<file path="config.mk">
export PLATFORM = sky130hd
export DESIGN_NAME = snoop_resp_flat
export DESIGN_NICKNAME = d
export VERILOG_FILES = /design/src/rtl/snoop_resp_if.sv /design/src/rtl/snoop_resp.sv /design/src/flat_wrapper.sv
export SDC_FILE = /design/constraint.sdc
export NUM_CORES = 1
export LEC_CHECK = 0
export CAP_MARGIN = 25
export CORE_ASPECT_RATIO = 1.5
export CORE_MARGIN = 2
export CORE_UTILIZATION = 40
export DETAILED_ROUTE_END_ITERATION = 16
export GPL_TIMING_DRIVEN = 0
export HOLD_SLACK_MARGIN = 0.1
export SLEW_MARGIN = 20
export SYNTH_ARGS = -nofsm -noshare
export SYNTH_HDL_FRONTEND = slang
export SYNTH_SLANG_ARGS = --single-unit
</file>
<file path="constraint.sdc">
create_clock -name clk -period 3.7 [get_ports clk]
set_clock_uncertainty 0.2 [all_clocks]
set_input_delay 1.11 -clock clk [delete_from_list [all_inputs] [get_ports clk]]
set_output_delay 1.11 -clock clk [all_outputs]
set_load 0.03 [all_outputs]
</file>
<file path="src/rtl/snoop_resp_if.sv">
// Snoop-bus, data-array, writeback and local-update signals of one snoop_resp instance.
// slave = the responder, master = bus/cache-controller side.
interface snoop_resp_if #(
  parameter int unsigned LINES  = 8,
  parameter int unsigned ADDR_W = 13,
  parameter int unsigned DATA_W = 16
);
  localparam int unsigned IdxW = $clog2(LINES);

  logic              cpu_search;
  logic [ADDR_W-1:0] BOCI;
  logic              invalidate_from_other_cpu;
  logic              cpu_search_found;
  logic              snoop_done;
  logic [DATA_W-1:0] send_other_proc_data;
  logic              dary_re;
  logic [IdxW-1:0]   dary_addr;
  logic [DATA_W-1:0] dary_rdata;
  logic              wb_req;
  logic [ADDR_W-1:0] wb_addr;
  logic [DATA_W-1:0] wb_data;
  logic              wb_rdy;
  logic              loc_we;
  logic [ADDR_W-1:0] loc_addr;
  logic [1:0]        loc_state;
  logic [1:0]        loc_state_out;
  logic              loc_busy;

  modport slave (
    input  cpu_search, BOCI, invalidate_from_other_cpu, dary_rdata, wb_rdy,
           loc_we, loc_addr, loc_state,
    output cpu_search_found, snoop_done, send_other_proc_data, dary_re, dary_addr,
           wb_req, wb_addr, wb_data, loc_state_out, loc_busy
  );

  modport master (
    output cpu_search, BOCI, invalidate_from_other_cpu, dary_rdata, wb_rdy,
           loc_we, loc_addr, loc_state,
    input  cpu_search_found, snoop_done, send_other_proc_data, dary_re, dary_addr,
           wb_req, wb_addr, wb_data, loc_state_out, loc_busy
  );
endinterface

</file>
<file path="src/rtl/snoop_resp.sv">
// Per-CPU MSI snoop responder owning the local direct-mapped cache tag/state array.
// Define SNOOP_WB_EN to write forwarded Modified lines back to d_mem before responding.
module snoop_resp #(
  parameter int unsigned LINES  = 8,
  parameter int unsigned ADDR_W = 13,
  parameter int unsigned DATA_W = 16
) (
  input logic         clk,
  input logic         rst_n,
  snoop_resp_if.slave bus
);
  localparam int unsigned IdxW = $clog2(LINES);
  localparam int unsigned TagW = ADDR_W - IdxW;

  localparam logic [1:0] MsiI = 2'b00;
  localparam logic [1:0] MsiS = 2'b01;
  localparam logic [1:0] MsiM = 2'b10;

  typedef enum logic [2:0] {StIdle, StLookup, StRead, StWb, StResp} fsm_e;

  fsm_e              fsm_q;
  logic [ADDR_W-1:0] addr_q;
  logic              inv_q;
  logic              found_q;
  logic              done_q;
  logic [DATA_W-1:0] fwd_q;
  logic [TagW-1:0]   tag_q [LINES];
  logic [1:0]        st_q  [LINES];

  logic [IdxW-1:0] snp_idx, loc_idx;
  logic [TagW-1:0] snp_tag, loc_tag;
  logic            snp_hit_s, snp_hit_m, loc_busy;
  logic [1:0]      snp_st, loc_st;

  assign snp_idx   = addr_q[IdxW-1:0];
  assign snp_tag   = addr_q[ADDR_W-1:IdxW];
  assign loc_idx   = bus.loc_addr[IdxW-1:0];
  assign loc_tag   = bus.loc_addr[ADDR_W-1:IdxW];
  assign snp_st    = st_q[snp_idx];
  assign snp_hit_s = (tag_q[snp_idx] == snp_tag) && (snp_st == MsiS);
  assign snp_hit_m = (tag_q[snp_idx] == snp_tag) && (snp_st == MsiM);
  assign loc_busy  = (fsm_q != StIdle) && (loc_idx == snp_idx);

  // Read strobe must go out in LOOKUP so the synchronous array answers during READ.
  assign bus.dary_re              = (fsm_q == StLookup) && snp_hit_m;
  assign bus.dary_addr            = snp_idx;
  assign bus.loc_busy             = loc_busy;
  assign bus.cpu_search_found     = found_q;
  assign bus.snoop_done           = done_q;
  assign bus.send_other_proc_data = fwd_q;

  always_comb begin
    loc_st            = st_q[loc_idx];
    bus.loc_state_out = MsiI;
    if ((tag_q[loc_idx] == loc_tag) && ((loc_st == MsiS) || (loc_st == MsiM))) begin
      bus.loc_state_out = loc_st;
    end
  end

`ifdef SNOOP_WB_EN
  logic              wb_req_q;
  logic [ADDR_W-1:0] wb_addr_q;
  logic [DATA_W-1:0] wb_data_q;

  assign bus.wb_req  = wb_req_q;
  assign bus.wb_addr = wb_addr_q;
  assign bus.wb_data = wb_data_q;
`else
  logic unused_wb_rdy;

  assign unused_wb_rdy = bus.wb_rdy;
  assign bus.wb_req    = 1'b0;
  assign bus.wb_addr   = '0;
  assign bus.wb_data   = '0;
`endif

  always_ff @(posedge clk or negedge rst_n) begin
    if (!rst_n) begin
      fsm_q   <= StIdle;
      addr_q  <= '0;
      inv_q   <= 1'b0;
      found_q <= 1'b0;
      done_q  <= 1'b0;
      fwd_q   <= '0;
      for (int unsigned i = 0; i < LINES; i++) begin
        tag_q[i] <= '0;
        st_q[i]  <= MsiI;
      end
`ifdef SNOOP_WB_EN
      wb_req_q  <= 1'b0;
      wb_addr_q <= '0;
      wb_data_q <= '0;
`endif
    end else begin
      done_q <= 1'b0;
      // Snoop updates below are issued after this, so they win on the same line.
      if (bus.loc_we && !loc_busy) begin
        tag_q[loc_idx] <= loc_tag;
        st_q[loc_idx]  <= bus.loc_state;
      end
      unique case (fsm_q)
        StIdle: begin
          if (bus.cpu_search) begin
            addr_q <= bus.BOCI;
            inv_q  <= bus.invalidate_from_other_cpu;
            fsm_q  <= StLookup;
          end
        end
        StLookup: begin
          found_q <= snp_hit_s || snp_hit_m;
          if (snp_hit_m) begin
            fsm_q <= StRead;
          end else begin
            if (snp_hit_s && inv_q) st_q[snp_idx] <= MsiI;
            fsm_q  <= StResp;
            done_q <= 1'b1;
          end
        end
        StRead: begin
          fwd_q <= bus.dary_rdata;
`ifdef SNOOP_WB_EN
          wb_data_q <= bus.dary_rdata;
          wb_addr_q <= addr_q;
          wb_req_q  <= 1'b1;
          fsm_q     <= StWb;
`else
          // Ownership moves with the forwarded data; requester installs the line in M.
          st_q[snp_idx] <= MsiI;
          fsm_q         <= StResp;
          done_q        <= 1'b1;
`endif
        end
        StWb: begin
`ifdef SNOOP_WB_EN
          if (bus.wb_rdy) begin
            wb_req_q      <= 1'b0;
            st_q[snp_idx] <= inv_q ? MsiI : MsiS;
            fsm_q         <= StResp;
            done_q        <= 1'b1;
          end
`else
          fsm_q <= StIdle;
`endif
        end
        StResp:  fsm_q <= StIdle;
        default: fsm_q <= StIdle;
      endcase
    end
  end
endmodule

</file>
<file path="src/flat_wrapper.sv">
// flat-port wrapper written by rule: the top's interface ports become plain ports
module snoop_resp_flat 
#(
  parameter int unsigned LINES  = 8,
  parameter int unsigned ADDR_W = 13,
  parameter int unsigned DATA_W = 16
)
  (clk, rst_n, bus_cpu_search, bus_BOCI, bus_invalidate_from_other_cpu, bus_dary_rdata, bus_wb_rdy, bus_loc_we, bus_loc_addr, bus_loc_state, bus_cpu_search_found, bus_snoop_done, bus_send_other_proc_data, bus_dary_re, bus_dary_addr, bus_wb_req, bus_wb_addr, bus_wb_data, bus_loc_state_out, bus_loc_busy);
  snoop_resp_if #(.LINES(LINES), .ADDR_W(ADDR_W), .DATA_W(DATA_W)) bus_i ();
  input logic clk;
  input logic rst_n;
  input wire logic [$bits(bus_i.cpu_search)-1:0] bus_cpu_search;
  input wire logic [$bits(bus_i.BOCI)-1:0] bus_BOCI;
  input wire logic [$bits(bus_i.invalidate_from_other_cpu)-1:0] bus_invalidate_from_other_cpu;
  input wire logic [$bits(bus_i.dary_rdata)-1:0] bus_dary_rdata;
  input wire logic [$bits(bus_i.wb_rdy)-1:0] bus_wb_rdy;
  input wire logic [$bits(bus_i.loc_we)-1:0] bus_loc_we;
  input wire logic [$bits(bus_i.loc_addr)-1:0] bus_loc_addr;
  input wire logic [$bits(bus_i.loc_state)-1:0] bus_loc_state;
  output wire logic [$bits(bus_i.cpu_search_found)-1:0] bus_cpu_search_found;
  output wire logic [$bits(bus_i.snoop_done)-1:0] bus_snoop_done;
  output wire logic [$bits(bus_i.send_other_proc_data)-1:0] bus_send_other_proc_data;
  output wire logic [$bits(bus_i.dary_re)-1:0] bus_dary_re;
  output wire logic [$bits(bus_i.dary_addr)-1:0] bus_dary_addr;
  output wire logic [$bits(bus_i.wb_req)-1:0] bus_wb_req;
  output wire logic [$bits(bus_i.wb_addr)-1:0] bus_wb_addr;
  output wire logic [$bits(bus_i.wb_data)-1:0] bus_wb_data;
  output wire logic [$bits(bus_i.loc_state_out)-1:0] bus_loc_state_out;
  output wire logic [$bits(bus_i.loc_busy)-1:0] bus_loc_busy;
  assign bus_i.cpu_search = bus_cpu_search;
  assign bus_i.BOCI = bus_BOCI;
  assign bus_i.invalidate_from_other_cpu = bus_invalidate_from_other_cpu;
  assign bus_i.dary_rdata = bus_dary_rdata;
  assign bus_i.wb_rdy = bus_wb_rdy;
  assign bus_i.loc_we = bus_loc_we;
  assign bus_i.loc_addr = bus_loc_addr;
  assign bus_i.loc_state = bus_loc_state;
  assign bus_cpu_search_found = bus_i.cpu_search_found;
  assign bus_snoop_done = bus_i.snoop_done;
  assign bus_send_other_proc_data = bus_i.send_other_proc_data;
  assign bus_dary_re = bus_i.dary_re;
  assign bus_dary_addr = bus_i.dary_addr;
  assign bus_wb_req = bus_i.wb_req;
  assign bus_wb_addr = bus_i.wb_addr;
  assign bus_wb_data = bus_i.wb_data;
  assign bus_loc_state_out = bus_i.loc_state_out;
  assign bus_loc_busy = bus_i.loc_busy;
  snoop_resp #(.LINES(LINES), .ADDR_W(ADDR_W), .DATA_W(DATA_W)) u_core (.clk(clk), .rst_n(rst_n), .bus(bus_i));
endmodule
</file>
Word-level counts from Yosys, hierarchy flattened
Cells that the tools add are included.
Cells by class
  add/sub/neg operators: 0
  multiply operators: 0
  divide/modulo/power cells: 0
  $lt $le $gt $ge: 4
  equal/unequal tests: 10
  shifts and indexed selects: 0
  muxes and demuxes: 30
  bitwise gates (word level): 4
  reduce and logical (&&, ||, !) cells: 15
Operators by type and width (count)
  80-bit bitwise mux: 1
  10-bit binary-select mux with 3-bit select: 2
  10-bit two-way mux: 5
  16-bit two-way mux: 3
  16-bit case mux with 2 select lines: 1
  10-bit demux with 3-bit select: 1
  10-bit equality test: 2
  16-bit AND: 1
  16-bit bitwise mux: 1
  16-bit inverter: 1
  2-bit two-way mux: 7
  2-bit binary-select mux with 3-bit select: 2
  2-bit demux with 3-bit select: 2
  1-bit logical AND: 9
  3-bit case mux with 3 select lines: 1
  4-bit >= comparator (second input constant): 2
  4-bit by 1-bit less-than comparator with 1-bit output (second input constant): 2
  3-bit inverter with 4-bit output: 2
  3-bit two-way mux: 2
  2-bit by 1-bit equality test with 1-bit output (second input constant): 2
  2-bit equality test (second input constant): 2
  3-bit by 1-bit equality test with 1-bit output (second input constant): 1
  3-bit by 2-bit equality test with 1-bit output (second input constant): 1
  3-bit equality test: 1
  other kinds (8): 9
Storage, ports and cells
  register bits after elaboration: 131
  bits in latches: 0
  RAM bits: 0
  bits in read-only memories: 0
  input port bits: 50
  output and inout bits: 55
  word-level logic and storage cells: 85
  memories kept: 0

Logic depth before layout (Yosys ltp)
  depth in word-level cells: 11
  mapped depth: 9
  gate-level depth less buffers: 6

Worst setup path after synthesis
No wires, ideal clock.
  path type: input -> output
  start point: in bus_loc_addr[0]
  end point: out bus_loc_state_out[1]
  data arrival time: 3.135 ns
  required time: 2.390 ns
  setup slack: -0.745 ns
  stages: 7
  path buffers: 1
  path through: buf_4 -> mux4_2 -> mux2i_1 -> xnor2_1 -> nor4_1 -> nand4_1 -> nor3_1
Between the ends
  word-level cells in the longest chain between the ends: 8
  elaborated cells on any way between the ends: 13
  classes of those cells: eq/ne (3); mux (7); bitwise (1); reduce/logical (2)
Ends and longest elaborated chain
  from (decl): line flat_wrapper.sv:18  | input wire logic [$bits(bus_i.loc_addr)-1:0] bus_loc_addr;
  3-bit inverter with 4-bit output (implied by the code) *: line snoop_resp.sv:53, snoop_resp.sv:55
  parallel branches: the longest is 6 deep, another holds 10-bit binary-select mux with 3-bit select
  2-bit two-way mux *: line snoop_resp.sv:55  | if ((tag_q[loc_idx] == loc_tag) && ((loc_st == MsiS) || (loc_st == MsiM))) begin
  to (decl): line flat_wrapper.sv:28  | output wire logic [$bits(bus_i.loc_state_out)-1:0] bus_loc_state_out;
Every way passes the cells marked *. The select of a mux whose other input is x is not followed.

Worst setup path in the final report
Same ends and word-level chain as after synthesis.

==> impl_metrics.toml <==
[detailed_routing]
ant_nets = 0
dr.pass1.iters = 5
drtIter0Drc = 279
via_per_inst = 5.44
wl_per_cell_um = 21.3
drc = 0
drt-total-wl_um = 21600
vias = 5501

[floorplan]
start_util = 0.403
die_y_um = 171
core-area_um2 = 18400
fp.dieW_um = 115
num_rows = 61
dieArea_um2 = 19700
pin_count = 105

[global_routing]
grt_pass1_vias = 5895
grt_max_degree = 88
grt_overflow_total = 0
gr-usage-all-layers = 0.230
grt_pass1_wl_um = 33900
antenna_found_initial = 0

[yosys]
ys.flop_type = "dfrtp_1"
ys_ff_latch = 131
synth_edf_count = 0
synth_area_um2 = 7420
seq_area_frac_synth = 0.442
synthArstFlopShare = 1.00
ys_warn_count = 0
syn_inst = 624
syn_avg_cell_area_um2 = 11.9
ys_types = 52

[layout]
drive_above_1_share = 0.354
layout_common_cells = "dfrtp_1, mux2_2, nand2_1, mux2i_1, clkdlybuf4s50_1"
antenna_cells = 0
syn2layout_area_growth_pct = 27.7
n_fill_cell = 1622
fin_cells = 1011
layout_commonest_cell = "dfrtp_1"
nets = 796
seq_area_um2 = 3280
multi_input_area_um2 = 3860

[placement]
place_congestion = 0.874
dp_cells = 965
port_buffers = 59
dp_hpwl_um = 15100

[timing]
slew_headroom = 0.471
setup_viol = 3
holdWs_ps = 277
rsz0062_at_grt = "true"
finalCritPeriodShare = 1.16
drv_slew = 0
final_hold_viol_count = 0
setup_ws_ps = -604
max_freq_ghz = 0.232
worst_slew_pin_slew_ps = 794
min_period_ps = 4300

[pwr]
p_per_area_nw_per_um2 = 591
pwr-share-comb = 0.328
peakVddDrop_mv = 0.253
p_int_w = 0.00375
p_leak_nw = 4.02
pwr-share-clk = 0.306
switching_power_w = 0.00184
seqPwrFrac = 0.366
p_sw_frac = 0.329

[clock_tree]
postCtsHoldBufs = 0
clock_path_buffers = 2
path_clk_slew_ps = 60
clockRootBuffer = "clkbuf_16"
htreeDepth = 4
clock_sinks = 131
cts_tree = "yes"
cts_buffers = 17
clock_latency_ps = 420

[outcome]
violations = "negative setup slack"
status = "complete, but fails checks"

[min_path]
min_path_type = "reg2reg"
min_from = "u_core.bus.send_other_proc_data[8]"

[worst_setup_path]
critPathKind = "in2out"
r2r_start = "u_core.addr_q[0]"
path_max_fanout = 5
slowest_stage = "mux4_2"
crit_chain = "buf_12 -> mux4_2 -> mux2i_1 -> xnor2_1 -> nor4_2 -> nand4_1 -> buf_6 -> nor3_4 -> buf_6"
worstPathArrival_ps = 2990
cp.required_ps = 2390
cpMostUsedCell = "buf_6"
crit_path_start = "bus_loc_addr[0]"
worst_setup_path_start_kind = "input pin"
cp-end-kind = "output pin"
critical-path-max-stage-delay_ps = 490

[run]
drv_cap = 0
layer usage:
metal / wire length (um) / GRT usage / vias to the layer above / share of wire
met2: 11200 / 0.404 / 222 / 0.52
met3: 1110 / 0.0450 / 47 / 0.052
met4: 651 / 0.0927 / 0 / 0.030
met5: 0 / 0 / - / 0
met1: 8540 / 0.272 / 2752 / 0.40
li1: - / - / 2480 / -
cell families (layout without fill, tap and decap cells):
kind of cell,count (synthesis),after routing,synth area share
other,1,30,0.000506
AO/OA/AOI/OAI,67,67,0.0687
XOR/XNOR,20,20,0.0236
multiplexers,178,178,0.294
buffers and inverters,87,193,0.0688
AND/OR/NAND/NOR,140,140,0.103
flip-flops,131,131,0.442
layout make-up:
class                   instances  area share
multi-input cells             435       0.408
flip-flops and latches        131       0.346
repair buffers                 75      0.0830
plain buffers                  81      0.0641
clock buffers                  21      0.0497
well taps                     252      0.0333
clock inverters                11      0.0133
inverters                       5     0.00277
state kept, by name, indices dropped and copies added (netlist names):
name                             count
u_core.fsm_q                         3
u_core.tag_q                        80
u_core.st_q                         16
u_core.bus.send_other_proc_data     16
u_core.bus.snoop_done                1
u_core.addr_q                       13
u_core.bus.cpu_search_found          1
u_core.inv_q                         1
synthesized netlist by cell type, types with 3 or more instances:
library cell  count  area share
a211oi_1         17       0.017
a21oi_1           5      0.0034
a221o_1           4      0.0054
a221oi_1          5      0.0059
a22oi_1          12       0.012
and2_1            5      0.0042
and3_1            6      0.0051
buf_1            12      0.0061
buf_2            21       0.014
buf_4            36       0.036
buf_6             3      0.0046
clkbuf_1         10      0.0051
clkinv_1          3      0.0015
dfrtp_1         131        0.44
mux2_2           96        0.15
mux2i_1          60       0.081
mux4_2           22       0.067
nand2_1          62       0.031
nand2b_1          3      0.0025
nand3_1           4      0.0027
nand4_1           5      0.0042
nor2_1           11      0.0056
nor2b_1          10      0.0084
nor3_1           10      0.0067
nor3_2            4      0.0054
nor4_1            4      0.0034
nor4_2            4      0.0067
o21ai_0           4      0.0027
o22ai_1           5      0.0042
xnor2_1           9       0.011
xor2_1           11       0.013
final timing paths:
path	to	slack, ps	cells past startpoint
setup reg to reg	u_core.tag_q[51]	480	9
min in group asynchronous	u_core.st_q[4]	390	1
hold / removal	u_core.bus.send_other_proc_data[8]	280	2
max in group asynchronous	u_core.tag_q[67]	2150	2
hold reg to reg	u_core.bus.send_other_proc_data[8]	280	2
setup / recovery	bus_loc_state_out[1]	-600	9
worst max-delay path, delay by kind of cell:
kind,cells,cell delay [ps]
muxes,2,670
buffers and inverters,3,420
and+or+nand+nor,3,670
xor gates and xnor gates,1,120
power by group through the flow:
stage	clock [W]	combinational [W]	sequential (W)
detailed placement	0	0.00167	0.00206
CTS	0.00173	0.00180	0.00204
global route	0.00180	0.00197	0.00209
finish	0.00171	0.00184	0.00205
global placement	0	0.00164	0.00204
floorplan	0	0.00126	0.00196
through the flow:
step                worst slack [ps]  instance area (um2)  TNS [ps]  total power [W]  utilization
floorplan                       -367                 7610      -735          0.00323            -
global placement               -3950                 8510   -538800          0.00368        0.463
detailed placement             -2200                 8550    -25150          0.00373        0.465
CTS                             -626                 9420     -1600          0.00557        0.512
global route                    -680                 9470     -1680          0.00586        0.515
finish                          -604                 9470     -1500          0.00560        0.515
repair_timing:
| item | in CTS | in global routing |
|---|---|---|
| hold endpoints to repair | 0 | 0 |
| pin swaps | 10 | 7 |
| cloned | 2 | 0 |
| resized for setup | 68 | 12 |
| endpoints found under the setup margin | 4 | 3 |
| setup buffers | 12 | 1 |
Note: power is estimated with default switching activity, not from simulation.
